### config.mk
export PLATFORM = sky130hd
export DESIGN_NAME = btn_irq_ctrl
export DESIGN_NICKNAME = d
export VERILOG_FILES = /design/src/rtl/btn_irq_pkg.sv /design/src/rtl/irq_holdoff_timer.sv /design/src/rtl/btn_irq_ctrl.sv
export SDC_FILE = /design/constraint.sdc
export NUM_CORES = 1
export LEC_CHECK = 0
export BUFFER_PORTS_ARGS = -buffer_cell sky130_fd_sc_hd__buf_2
export CAP_MARGIN = 20
export CORE_MARGIN = 2
export CORE_UTILIZATION = 49
export CTS_CLUSTER_DIAMETER = 200
export DETAILED_ROUTE_END_ITERATION = 7
export HOLD_SLACK_MARGIN = 0.05
export PLACE_DENSITY = 0.75
export SETUP_SLACK_MARGIN = 0.5
export SLEW_MARGIN = 20
export SYNTH_ARGS = -nofsm -noshare
export SYNTH_HDL_FRONTEND = slang
export SYNTH_HIERARCHICAL = 1
export SYNTH_SLANG_ARGS = --single-unit
export TNS_END_PERCENT = 100
### constraint.sdc
create_clock -name clk -period 1.5 [get_ports clk]
set_input_delay 0.3 -clock clk [delete_from_list [all_inputs] [get_ports clk]]
set_output_delay 0.3 -clock clk [all_outputs]
set_load 0.1 [all_outputs]
### src/rtl/btn_irq_pkg.sv
// ============================================================================
// Module   : btn_irq_pkg
// Brief    : Shared types and helpers for the push-button interrupt controller.
// Revision : 1.0
// ============================================================================
`default_nettype none

package btn_irq_pkg;

    typedef enum logic [1:0] {
        ST_IDLE    = 2'd0,
        ST_PENDING = 2'd1,
        ST_HOLDOFF = 2'd2
    } state_t;

    // Bits needed to hold the hold-off reload value; never narrower than 1.
    function automatic int holdoff_tmr_w(input int holdoff);
        int w;
        w = $clog2(holdoff + 1);
        return (w < 1) ? 1 : w;
    endfunction

endpackage

`default_nettype wire

### src/rtl/irq_holdoff_timer.sv
// ============================================================================
// Module   : irq_holdoff_timer
// Brief    : Loadable down-counter that stops at zero; done flags zero.
// Revision : 1.0
// ============================================================================
`default_nettype none

module irq_holdoff_timer #(
    parameter int HOLDOFF = 16,
    parameter int TMR_W   = 5
) (
    input  logic clk,
    input  logic rst,
    input  logic load,
    output logic done
);

    localparam logic [TMR_W-1:0] C_LOAD_VAL = (HOLDOFF > 0) ? TMR_W'(HOLDOFF - 1) : '0;

    logic [TMR_W-1:0] cnt_q;
    logic [TMR_W-1:0] cnt_d;

    always_comb begin
        cnt_d = cnt_q;
        if (load) begin
            cnt_d = C_LOAD_VAL;
        end else if (cnt_q != '0) begin
            cnt_d = cnt_q - TMR_W'(1);
        end
    end

    always_ff @(posedge clk or posedge rst) begin
        if (rst) begin
            cnt_q <= '0;
        end else begin
            cnt_q <= cnt_d;
        end
    end

    assign done = (cnt_q == '0);

endmodule

`default_nettype wire

### src/rtl/btn_irq_ctrl.sv
// ============================================================================
// Module   : btn_irq_ctrl
// Brief    : Level interrupt from debounced press pulses, with press counting,
//            overflow flag and a minimum low time between assertions.
// Revision : 1.0
// ============================================================================
`default_nettype none

module btn_irq_ctrl
    import btn_irq_pkg::*;
#(
    parameter int CNT_W   = 8,
    parameter int HOLDOFF = 16,
    parameter int TOT_W   = 16
) (
    input  logic             clk,
    input  logic             rst,
    input  logic             btn_pls,
    input  logic             irq_en,
    input  logic             irq_ack,
    output logic             irq,
    output logic [CNT_W-1:0] pend_cnt,
    output logic             ovf,
    output logic [TOT_W-1:0] total_cnt
);

    localparam int               C_TMR_W    = holdoff_tmr_w(HOLDOFF);
    localparam logic [CNT_W-1:0] C_PEND_MAX = '1;

    state_t             state_q, state_d;
    logic               irq_q, irq_d;
    logic [CNT_W-1:0]   pend_q, pend_d;
    logic               ovf_q, ovf_d;
    logic [TOT_W-1:0]   total_q, total_d;
    logic               in_ho_q, in_ho_d;

    logic               ack_acc;
    logic               pend_sat;
    logic               tmr_load;
    logic               tmr_done;

    irq_holdoff_timer #(
        .HOLDOFF (HOLDOFF),
        .TMR_W   (C_TMR_W)
    ) u_holdoff_timer (
        .clk  (clk),
        .rst  (rst),
        .load (tmr_load),
        .done (tmr_done)
    );

    // The timer is loaded in the first cycle spent in HOLDOFF, so irq stays
    // low for HOLDOFF+1 cycles after the acknowledging edge.
    always_comb begin
        state_d  = state_q;
        ack_acc  = (state_q == ST_PENDING) && irq_ack;
        in_ho_d  = (state_q == ST_HOLDOFF);
        tmr_load = (state_q == ST_HOLDOFF) && !in_ho_q;
        unique case (state_q)
            ST_IDLE: begin
                if (irq_en && (btn_pls || (pend_q != '0))) begin
                    state_d = ST_PENDING;
                end
            end
            ST_PENDING: begin
                if (irq_ack) begin
                    state_d = (HOLDOFF == 0) ? ST_IDLE : ST_HOLDOFF;
                end else if (!irq_en) begin
                    state_d = ST_IDLE;
                end
            end
            ST_HOLDOFF: begin
                if (in_ho_q && tmr_done) begin
                    state_d = (irq_en && (pend_q != '0)) ? ST_PENDING : ST_IDLE;
                end
            end
            default: state_d = ST_IDLE;
        endcase
        irq_d = (state_d == ST_PENDING);
    end

    always_comb begin
        pend_sat = (pend_q == C_PEND_MAX);
        pend_d   = pend_q;
        ovf_d    = ovf_q;
        if (ack_acc) begin
            pend_d = CNT_W'(btn_pls);
        end else if (btn_pls && !pend_sat) begin
            pend_d = pend_q + CNT_W'(1);
        end
        // A dropped pulse is only possible when no ack clears the counter.
        if (btn_pls && pend_sat && !ack_acc) begin
            ovf_d = 1'b1;
        end else if (ack_acc) begin
            ovf_d = 1'b0;
        end
        total_d = total_q + TOT_W'(btn_pls);
    end

    always_ff @(posedge clk or posedge rst) begin
        if (rst) begin
            state_q <= ST_IDLE;
            irq_q   <= 1'b0;
            pend_q  <= '0;
            ovf_q   <= 1'b0;
            total_q <= '0;
            in_ho_q <= 1'b0;
        end else begin
            state_q <= state_d;
            irq_q   <= irq_d;
            pend_q  <= pend_d;
            ovf_q   <= ovf_d;
            total_q <= total_d;
            in_ho_q <= in_ho_d;
        end
    end

    assign irq       = irq_q;
    assign pend_cnt  = pend_q;
    assign ovf       = ovf_q;
    assign total_cnt = total_q;

endmodule

`default_nettype wire
==> results_dict.tcl, run 1 <==
set metrics [dict create \
    io_buffers 30 \
    stop_stage "global routing" \
    status "stopped before the end" \
    synth_seq_area_share_pct 51.3 \
    root_buffer "clkbuf_4" \
    floorplan.initialDensity_pct 50.5 \
    rows 21 \
    ys_top_cells_by_area "dfrtp_1, xnor2_1, ha_1" \
    grt_max_degree 30 \
    synthFlopType "dfrtp_1" \
    syn_area_per_cell_um2 10.9 \
    synthTopCellsByCount "dfrtp_1, nand2_1, nor2_1" \
    cts_htree_levels 2 \
    ioPinCount 31 \
    synth_seq_cells 34 \
    synth_nets 162 \
    synth_edf_count 0 \
    gp_congestion 0.841 \
    synth_cells 152 \
    ys_async_sr_fraction_pct 100 \
    clock_sinks 34 \
    synth_top_area_share_pct 51.3 \
    dp_hpwl_mm 2.61 \
    dp.cells 233 \
    clock_path_buffers 2 \
    worst-ep-kind "primary output" \
    synth_area_leader_cell "dfrtp_1" \
    dieHeight_um 62.2 \
    numCtsBuffers 5 \
    yosysWarnings 6 \
    synthesis.area_um2 1660 \
    yosys.cell_types.count 36 \
    synth.most_common_cell "dfrtp_1" \
    stop_error "[ERROR DPL-0038] Utilization greater than 100%, impossible to legalize" \
    die_w_um 62.2 \
    pre_cts_slack_ps -1.51 \
    postGrtWorstEndpoint "pend_cnt[0]" \
]
## per-stage QoR
step                area, µm²  utilization (%)
floorplan                1850                -
global placement         2170             66.2
CTS                      2930             89.1
detailed placement       2170             66.2
## timing repair
action | CTS
gates resized for setup | 102
endpoints found under the hold margin | 34
buffers inserted | 35
setup endpoints to repair | 57
hold buffers | 1
pin swaps | 31
## logic make-up after synthesis
| logic type | share of synthesized area (%) |
|---|---|
| mux | 1.21 |
| buf+inv | 2.71 |
| compound gates | 10.9 |
| xor+xnor | 7.92 |
| flops | 51.3 |
| fa+ha+maj | 3.77 |
| simple gates | 22.2 |
==> run 2: changes to the inputs <==
Settings changed: CORE_UTILIZATION 49 to 35, CTS_CLUSTER_DIAMETER 200 to unset, HOLD_SLACK_MARGIN 0.05 to unset, PLACE_DENSITY 0.75 to unset, PLACE_DENSITY_LB_ADDON set to 0.15, SETUP_SLACK_MARGIN 0.5 to unset.
Clock period 1.5 ns to 1.95 ns, I/O delays scaled along.
==> run 2 against run 1 <==
The run now ends clean. Synthesized area is the same. Synthesized cell count unchanged.
==> results_dict.tcl, run 2 <==
set metrics [dict create \
    status "complete, no violations" \
    clk_latency_ps 280 \
    yosysWarnings 6 \
    ir_drop_mv 0.934 \
    track_usage_pct 13.8 \
    synth_nets 162 \
    dp_hpwl_mm 2.43 \
    critical_path_buf_inv_count 1 \
    dieHeight_um 72.9 \
    p_total_mw 3.25 \
    drt-vias-per-instance 5.24 \
    finalHoldViolCount 0 \
    max_stage_delay_ps 520 \
    io_buffers 30 \
    core_um2 4660 \
    cts_tree "done" \
    grt_first_pass_wirelength_mm 5.60 \
    cts_setup_buffers 0 \
    nFillCells 447 \
    crit_family "flip-flops" \
    largest_reg_flops 16 \
    critical_path_peak_fanout 7 \
    floorplan.initialDensity_pct 35.6 \
    drt_pass1_iterations 4 \
    gp_congestion 0.805 \
    root_buffer "clkbuf_8" \
    drc 0 \
    fp.dieArea_um2 5310 \
    fin_crit_sh_pct 86.6 \
    syn_area_per_cell_um2 10.9 \
    synth_cells 152 \
    synthTopCellsByCount "dfrtp_1, nand2_1, nor2_1" \
    layout_min_cycle_time_ps 1690 \
    diodes 0 \
    cts_htree_levels 2 \
    yosys.cell_types.count 36 \
    synthesis.area_um2 1660 \
    dp.cells 237 \
    final_nets 201 \
    overflow 0 \
    final_cell_mix "buf_2, dfrtp_1, nand2_1, nor2_1, inv_1" \
    area_growth_pct 20.7 \
    crit_slowest_cell "dfrtp_1" \
    clkTransAtPathRegs_ps 70 \
    wire_per_inst_um 13.5 \
    post-route-util_pct 43.0 \
    synth_seq_cells 34 \
    relSlewSlack_pct 67.7 \
    leakage_nw 0.938 \
    rsz0062_at_grt "no" \
    synthFlopType "dfrtp_1" \
    layout-drive-gt1-share_pct 28.1 \
    vias 1288 \
    power.density_nw_per_um2 1630 \
    clock_path_buffers 2 \
    ys_async_sr_fraction_pct 100 \
    clock_skew_ps 6.86 \
    maxCapViolations 0 \
    max_slew.worst_pin.slew_ps 488 \
    instances_no_fill 246 \
    grt_pass1_vias 1267 \
    antenna_found_initial 0 \
    endpoint_kind "output pin" \
    layout_commonest_cell "buf_2" \
    numCtsBuffers 5 \
    die_w_um 72.9 \
    synth_top_area_share_pct 51.3 \
    synth_area_leader_cell "dfrtp_1" \
    clock_sinks 34 \
    ioPinCount 31 \
    synth.most_common_cell "dfrtp_1" \
    setup_violations 0 \
    ys_top_cells_by_area "dfrtp_1, xnor2_1, ha_1" \
    totalWireLength_mm 3.33 \
    cp.arrival_ps 1300 \
    path_class "register to output pin" \
    rows 25 \
    worstPathRequired_ps 1560 \
    cp_cell_sequence "buf_2" \
    drt_iter0_markers 28 \
    hold_class "input pin to register" \
    slew_viol_final 0 \
    synth_edf_count 0 \
    cp-start-kind "register" \
    grt_max_degree 30 \
    ant_nets 0 \
    synth_seq_area_share_pct 51.3 \
    max_freq_mhz 592 \
]
[run 2: final timing paths]
| path | startpoint | end | slack (ps) | cells past startpoint |
|---|---|---|---|---|
| max | pend_cnt[3] | pend_cnt[3] | 260 | 1 |
| max reg2reg | u_holdoff_timer/cnt_q[0] | state_q[0] | 380 | 7 |
| min | irq_en | irq | 360 | 2 |
| max in group asynchronous | rst | pend_cnt[0] | 930 | 4 |
| min reg2reg | total_cnt[15] | total_cnt[15] | 470 | 1 |
| min in group asynchronous | rst | u_holdoff_timer/cnt_q[0] | 560 | 3 |
[run 2: power by group]
part           leakage, nW  switching [mW]  internal (mW)
clock network       0.0472           0.268          0.284
registers            0.428           0.269          0.909
logic                0.463            1.20          0.327
[run 2: per-layer routing]
| layer | vias up | GRT usage [%] | routed length (µm) |
|---|---|---|---|
| met3 | 5 | 3.59 | 156 |
| met4 | 0 | 6.58 | 45 |
| met1 | 634 | 15.9 | 1450 |
| met2 | 34 | 23.6 | 1690 |
| li1 | 615 | - | - |
| met5 | - | 0 | 0 |
[run 2: metrics by stage]
step           hold slack [ps]  setup TNS (ps)  area (µm²)  setup WS (ps)
6_report                   358               0        2000            261
3_5_place_dp               305               0        1900            237
3_3_place_gp               302               0        1900            331
5_1_grt                    360               0        2000           76.0
4_1_cts                    351               0        2000            257
2_1_floorplan              169           -9.95        1670          -9.95
[run 2: cell type report]
type,instances,area [µm²],share of cell area [%]
repair buffers,33,175,8.75
well taps,54,67.6,3.38
clock inverters,2,12.5,0.625
clock buffers,6,82.6,4.13
flip-flops and latches,34,860,42.9
multi-input cells,106,763,38.1
inverters,11,41.3,2.06
[run 2: timing repair]
| action | 4_1_cts | 5_1_grt |
|---|---|---|
| hold buffers | 1 | 0 |
| resized for setup | 0 | 0 |
| endpoints found under the setup margin | 0 | 0 |
| hold endpoints to repair | 5 | 0 |
[run 2: cells by family after synthesis]
family	after synthesis	synth area share, %
AO/OA/AOI/OAI	22	10.9
XOR/XNOR	15	7.92
flip-flops	34	51.3
buffers and inverters	12	2.71
AND/OR/NAND/NOR	62	22.2
multiplexers	2	1.21
adder cells (fa/ha/maj)	5	3.77
No activity file was read; power rests on OpenSTA's default activity.
